### config.mk
export PLATFORM = sky130hd
export DESIGN_NAME = mux_scan_controller
export DESIGN_NICKNAME = d
export VERILOG_FILES = /design/src/rtl/mux_scan_controller.sv
export SDC_FILE = /design/constraint.sdc
export NUM_CORES = 1
export LEC_CHECK = 0
export BUFFER_PORTS_ARGS = -buffer_cell sky130_fd_sc_hd__buf_2
export CORE_ASPECT_RATIO = 0.8
export CORE_MARGIN = 2
export CORE_UTILIZATION = 50
export DETAILED_ROUTE_END_ITERATION = 10
export GPL_TIMING_DRIVEN = 0
export PLACE_DENSITY = 0.72
export SLEW_MARGIN = 20
export SYNTH_ARGS = -nofsm -noshare
export SYNTH_HDL_FRONTEND = slang
export SYNTH_SLANG_ARGS = --single-unit
### constraint.sdc
create_clock -name clk -period 5.05 [get_ports clk]
set_input_delay 0 -clock clk [delete_from_list [all_inputs] [get_ports clk]]
set_output_delay 0 -clock clk [all_outputs]
set_load 0.01 [all_outputs]
### src/rtl/mux_scan_controller.sv
// Round-robin scan controller wrapped around a 4:1 mux.
// Grants requesting channels in round-robin order and holds sel for DWELL
// cycles so the mux output can settle. At the end of the dwell it latches
// y_in into sample[sel] and pulses ch_done / sample_vld.
//
// Ports:
//   clk        - rising-edge clock
//   rst_n      - asynchronous active-low reset
//   en         - scan enable, new grants issued only while high
//   req[3:0]   - per-channel level-sensitive service request
//   y_in       - mux output for the currently selected channel
//   sel[1:0]   - registered mux select
//   active     - high while a grant is in progress
//   sample[3:0]- last captured y_in per channel
//   ch_done    - one-hot single-cycle pulse for the channel just captured
//   sample_vld - single-cycle pulse, equal to |ch_done
module mux_scan_controller #(
    parameter int unsigned DWELL = 4,
    parameter int unsigned CW    = 8
) (
    input  logic       clk,
    input  logic       rst_n,
    input  logic       en,
    input  logic [3:0] req,
    input  logic       y_in,
    output logic [1:0] sel,
    output logic       active,
    output logic [3:0] sample,
    output logic [3:0] ch_done,
    output logic       sample_vld
);

    localparam int unsigned NCH    = 4;
    localparam logic [CW-1:0] RELOAD = CW'(DWELL - 1);

    typedef enum logic {
        ST_IDLE,
        ST_DWELL
    } state_t;

    state_t          state, state_n;
    logic [CW-1:0]   cnt, cnt_n;
    logic [1:0]      ptr, ptr_n;
    logic [1:0]      sel_n;
    logic            active_n;
    logic [NCH-1:0]  sample_n;
    logic [NCH-1:0]  ch_done_n;

    // First requesting channel in the order base, base+1, base+2, base+3.
    function automatic logic [1:0] pick(input logic [3:0] r, input logic [1:0] base);
        logic [1:0] w;
        logic [1:0] idx;
        w = base;
        for (int k = NCH - 1; k >= 0; k--) begin
            idx = base + 2'(k);
            if (r[idx]) w = idx;
        end
        return w;
    endfunction

    // Next-state and next-output logic.
    always_comb begin
        state_n   = state;
        cnt_n     = cnt;
        ptr_n     = ptr;
        sel_n     = sel;
        active_n  = active;
        sample_n  = sample;
        ch_done_n = '0;
        case (state)
            ST_IDLE: begin
                if (en && (|req)) begin
                    sel_n    = pick(req, ptr);
                    cnt_n    = RELOAD;
                    active_n = 1'b1;
                    state_n  = ST_DWELL;
                end
            end
            ST_DWELL: begin
                if (cnt != '0) begin
                    cnt_n = cnt - CW'(1);
                end else begin
                    // Capture edge: latch the settled mux output.
                    sample_n[sel] = y_in;
                    ch_done_n     = 4'(4'b0001 << sel);
                    ptr_n         = sel + 2'd1;
                    if (en && (|req)) begin
                        // Back-to-back grant; the just-served channel ranks last.
                        sel_n = pick(req, sel + 2'd1);
                        cnt_n = RELOAD;
                    end else begin
                        active_n = 1'b0;
                        state_n  = ST_IDLE;
                    end
                end
            end
            default: begin
                state_n  = ST_IDLE;
                active_n = 1'b0;
            end
        endcase
    end

    // State and output registers.
    always_ff @(posedge clk or negedge rst_n) begin
        if (!rst_n) begin
            state      <= ST_IDLE;
            cnt        <= '0;
            ptr        <= '0;
            sel        <= '0;
            active     <= 1'b0;
            sample     <= '0;
            ch_done    <= '0;
            sample_vld <= 1'b0;
        end else begin
            state      <= state_n;
            cnt        <= cnt_n;
            ptr        <= ptr_n;
            sel        <= sel_n;
            active     <= active_n;
            sample     <= sample_n;
            ch_done    <= ch_done_n;
            sample_vld <= |ch_done_n;
        end
    end

endmodule
# After elaboration in Yosys (flattened, before gate mapping)
# Index checks and enable logic that the tools add are counted.
dict set report word_totals {
  ram_bits 0
  latch_bits 0
  ff_bits 23
  n_memories 0
  mem_bits_ro 0
}
dict set report classes {
  mux 43
  reduce_logical 8
  n_shift 1
  n_div 0
  magnitude_cmp 10
  n_eq_ne 4
  n_addsub 8
  multipliers 0
  n_bitwise 2
}
# operator n
set op_table {}
lappend op_table {{$lt A2 B3 Y1 const B} 9}
lappend op_table {{$mux W2} 11}
lappend op_table {{$bmux W1 S2} 8}
lappend op_table {{$mux W8} 2}
lappend op_table {{$pmux W8 S2} 1}
lappend op_table {{$mux W1} 14}
lappend op_table {{$add A2 B2 Y2 const B} 4}
lappend op_table {{$mux W4} 2}
lappend op_table {{$reduce_bool A8 Y1} 1}
lappend op_table {{$reduce_or A4 Y1} 2}
lappend op_table {{$sub A8 B1 Y8 const B} 1}
lappend op_table {{$add A2 B1 Y2 const B} 3}
lappend op_table {{$ne A2 B2 Y1 const B} 3}
lappend op_table {{$reduce_and A3 Y1} 2}
lappend op_table {{$bwmux W4} 1}
lappend op_table {{$pmux W1 S2} 2}
lappend op_table {{$pmux W2 S2} 1}
lappend op_table {{$shl A1 B2 Y4 const A} 1}
lappend op_table {{$demux W1 S2} 1}
lappend op_table {{$ge A2 B1 Y1 const B} 1}
lappend op_table {{$logic_and A1 B1 Y1} 2}
lappend op_table {{$ne A2 B1 Y1 const B} 1}
lappend op_table {{$not A1 Y1} 2}
lappend op_table {{$reduce_and A2 Y1} 1}

# Longest topological paths before layout
dict set report depth {
  ltp_word 11
  depth_mapped 8
}

# Least setup slack after synthesis
# No wires, ideal clock.
dict set report synth_timing {
  path_type {register -> register}
  start {register cnt[0]}
  end {register cnt[3]}
  setup_slack_ns 3.116
  period_less_slack_ns 1.934
  path_stages_with_launch 8
  arrival_ns 1.806
  cell_sequence {dfrtp_1 > inv_1 > ha_1 > or4b_4 > o21ai_4 > mux2_1 > nand2_1 > o31ai_1}
}
dict set report synth_via {
  elab_chain_len 3
  word_cells_on_any_way 4
  cone_classes {add/sub: 1; mux: 2; reduce/logical: 1}
}
# element line_no
set synth_lines {}
lappend synth_lines {{from (decl)} 42} ;# logic [CW-1:0] cnt, cnt_n;
lappend synth_lines {{from (signal assigned)} 117} ;# cnt <= cnt_n;
lappend synth_lines {{$sub A8 B1 Y8 / $reduce_bool A8 Y1 (equally long branches)} {81, 80}}
lappend synth_lines {{$mux W8 *} 80} ;# if (cnt != '0) begin
lappend synth_lines {{$pmux W8 S2 *} 70} ;# case (state)
lappend synth_lines {{net cnt_n[3]} 42}
# The timed path passes the listed nets; every way through them passes the cells marked *.
# A chain may end at the register's enable or synchronous reset.

# Worst setup path after layout
dict set report layout_timing {
  start {register sel[0]}
  end {register sel[1]}
}
dict set report layout_via {
  elab_chain_len 11
  word_cells_on_any_way 19
  cone_classes {add/sub: 4; mux: 15}
}
# element line_no
set layout_lines {}
lappend layout_lines {{from (decl)} 26} ;# output logic [1:0] sel,
lappend layout_lines {{from (signal assigned)} 119} ;# sel <= sel_n;
lappend layout_lines {{$add A2 B1 Y2 *} 89} ;# sel_n = pick(req, sel + 2'd1);
lappend layout_lines {{$add A2 B2 Y2} 55} ;# idx = base + 2'(k);
lappend layout_lines {{$bmux W1 S2} 56} ;# if (r[idx]) w = idx;
lappend layout_lines {{$mux W1 (not written as such)} 56}
lappend layout_lines {{$mux W2 (3 in a row)} 56}
lappend layout_lines {{$mux W2 *} 56}
lappend layout_lines {{$mux W2 *} 87} ;# if (en && (|req)) begin
lappend layout_lines {{$mux W2 *} 80}
lappend layout_lines {{$pmux W2 S2 *} 70}
# Every way passes the cells marked *; elsewhere a longest branch is shown, timed or not. The select of a mux whose other input is x is not followed.

==> flow_summary.yaml <==
final_layout:
  nFillCells: 227
  register_area_um2: 576
  final_cells: 194
  num-nets-final: 173
  antennaDiodeCount: 0
  multi_input_area_um2: 678
  drive_above_1_share_pct: 17.7
  synthToLayoutAreaGrowth_pct: 13.2
power:
  peakVddDrop_uv: 160
  combPwrFrac_pct: 11.2
  clkPwrFrac_pct: 27.9
  power.switching_w: 0.0000797
  p_int_w: 0.000228
  p_sw_share_pct: 25.9
  sequentialPowerShare_pct: 60.8
  cellPowerDensity_nw_per_um2: 207
  total_leakage_power_nw: 0.636
  power_w: 0.000307
yosys:
  ys.flop_type: "dfrtp_1"
  syn_nets: 150
  yosys_warnings: 0
  syn_inst: 136
  ys_ff_latch: 23
  syn-cell-area_um2: 1310
  synthArstFlopShare_pct: 100
  syn_area_per_cell_um2: 9.63
  synth-edff-count: 0
  yosysUniqueCellTypes: 38
  ys_seq_area_share_pct: 43.9
cts:
  cts_hold_buf: 2
  worst_skew_pair.late_latency_ns: 0.31
  ctsRootBufferMaster: "clkbuf_4"
  clk_pin_slew_worst_paths_ns: 0.13
  cts.sinks: 23
  cts_setup_buffers: 0
  cts_buffers: 3
  cts_max_level: 1
  cts_tree: "yes"
  clock_path_buffers: 2
  cts_resized: 0
grt:
  overflow: 0
  grt_max_degree: 24
  grt_pass1_wl_um: 4640
  grt.total_usage_pct: 20.0
  grt_pass1_vias: 1032
  antenna_found_initial: 0
place:
  dp.cells: 188
  dp_slack_ns: 2.89
  place_congestion: 0.853
  port_buffers: 16
  hpwl_um: 1910
timing:
  fmaxAchievable_mhz: 443
  hold_viol_final: 0
  max_slew_margin_pct: 66.4
  setup_tns_ns: 0
  slew_viol_final: 0
  setup_violations: 0
  skew_ns: 0.00388
  finalCritPeriodShare_pct: 44.7
  rsz0062_at_grt: "false"
  period_needed_ns: 2.26
  setup_ws_ns: 2.79
  worstMarginPinSlew_ns: 0.504
worst_setup_path:
  r2r_slack_ns: 2.79
  cp-start-kind: "flip-flop"
  critPathKind: "reg -> reg"
  reg2reg_from: "sel[0]$_DFFE_PN0P_"
  worstReg2RegEnd: "sel[1]$_DFFE_PN0P_"
  cp_data_arrival_time_ns: 2.51
  required_ns: 5.30
  end_kind: "flip-flop"
  crit_fanout: 10
  reg2reg_depth: 8
detailed_routing:
  drt-pass1-iter-count: 4
  avgViaCountPerCell: 5.71
  vias: 1107
  drc: 0
  routedWlPerCell_um: 13.2
  postRouteAntennaNets: 0
  wl_um: 2570
  drtIter0Drc: 35
run:
  cap_violations: 0
die:
  die_x_um: 61.2
  core_area_um2: 2460
  die_area_um2: 3050
  core.rowCount: 16
  io_pins: 20
  die_h_um: 49.8
  start_util_pct: 53.2
outcome:
  status: "complete, no violations"
min_path:
  hold_path.class: "in -> async"
sequential cells by signal, indices dropped and copies added (netlist names):
name / count
active: 1
ch_done: 4
cnt: 8
ptr: 2
sample: 4
sample_vld: 1
sel: 2
state: 1
cell type report:
type / instances / area share, %
clock inverter: 1 / 0.338
timing repair buffer: 18 / 6.75
inverter: 9 / 2.28
clock buffer: 3 / 1.52
buffer: 6 / 1.52
multi-input combinational: 98 / 45.7
sequential: 23 / 38.8
tap: 36 / 3.04
worst max-delay path, stage by stage (launching register included):
cell,delay [ns]
dfrtp_1,0.44
clkbuf_1,0.37
inv_1,0.15
ha_1,0.35
inv_1,0.12
o21ai_0,0.10
a211oi_1,0.33
o32ai_1,0.19
mux2i_1,0.15
cells in the mapped netlist, types with 2 or more instances:
| library cell | instances | area, um^2 |
|---|---|---|
| nor2b_1 | 3 | 18.8 |
| dfrtp_1 | 23 | 576 |
| ha_1 | 6 | 75.1 |
| nor4b_1 | 2 | 17.5 |
| nor3_1 | 4 | 20.0 |
| nand3_1 | 3 | 15.0 |
| inv_1 | 9 | 33.8 |
| and2_1 | 4 | 25.0 |
| o21ai_0 | 17 | 85.1 |
| or3_1 | 2 | 12.5 |
| nor2_1 | 8 | 30.0 |
| nand2_1 | 10 | 37.5 |
| nand2b_1 | 2 | 12.5 |
| a211oi_1 | 2 | 15.0 |
| o31ai_1 | 4 | 30.0 |
| mux2_2 | 5 | 56.3 |
| o41a_1 | 2 | 22.5 |
| clkbuf_1 | 6 | 22.5 |
| a21oi_1 | 3 | 15.0 |
| o211ai_1 | 2 | 15.0 |
| mux2i_1 | 2 | 20.0 |
power groups by stage:
stage	Sequential [W]	Combinational, W	Clock (W)
floorplan	0.000191	0.0000196	0
global placement	0.000190	0.0000320	0
detailed placement	0.000191	0.0000333	0
CTS	0.000187	0.0000346	0.0000888
global route	0.000187	0.0000400	0.0000964
finish	0.000187	0.0000345	0.0000858
kinds of logic (layout without fill, tap and decap cells):
logic type	count (synthesis)	in the layout	synth area share, %
buffers and inverters	15	37	4.30
multiplexers	8	8	6.69
AND/OR/NAND/NOR	45	45	18.8
AO/OA/AOI/OAI	39	39	20.5
flip-flops	23	23	43.9
adder cells (fa/ha/maj)	6	6	5.73
cells in the final DEF (no fill, tap or decap), types with 4 or more instances in the layout:
cell type / n
o21ai_0: 17
clkbuf_1: 6
and2_1: 4
ha_1: 6
o31ai_1: 4
nand2_1: 10
mux2_2: 5
buf_2: 16
nor3_1: 4
nor2_1: 8
inv_1: 9
dfrtp_1: 23
worst max-delay path by stage:
stage	from	endpoint	slack, ns	cells after the start
floorplan	cnt[0]$_DFF_PN0_	cnt[3]$_DFF_PN0_	3.12	7
global placement	sel[0]$_DFFE_PN0P_	sel[1]$_DFFE_PN0P_	2.92	8
detailed placement	sel[0]$_DFFE_PN0P_	sel[1]$_DFFE_PN0P_	2.89	8
CTS	sel[0]$_DFFE_PN0P_	sel[1]$_DFFE_PN0P_	2.84	8
global route	sel[0]$_DFFE_PN0P_	sel[1]$_DFFE_PN0P_	2.54	8
finish	sel[0]$_DFFE_PN0P_	sel[1]$_DFFE_PN0P_	2.79	8
metal layers:
layer	vias to the layer above	wire (um)	share of wire, %	global-route usage, %
li1	540	-	-	-
met1	536	1280	50	28.8
met2	29	1120	44	30.3
met3	2	162	6.3	6.04
met4	0	8	0.31	2.54
met5	-	0	0	0
stage by stage:
stage                     area [um^2]  hold WS [ns]  util (%)
after floorplan                  1310        -0.296         -
after global placement           1440      -0.00629      58.3
after detailed placement         1440     -0.000820      58.3
after CTS                        1480         0.171      60.2
after global routing             1480         0.192      60.2
final                            1480         0.172      60.2
No activity file was read; power rests on OpenSTA's default activity.
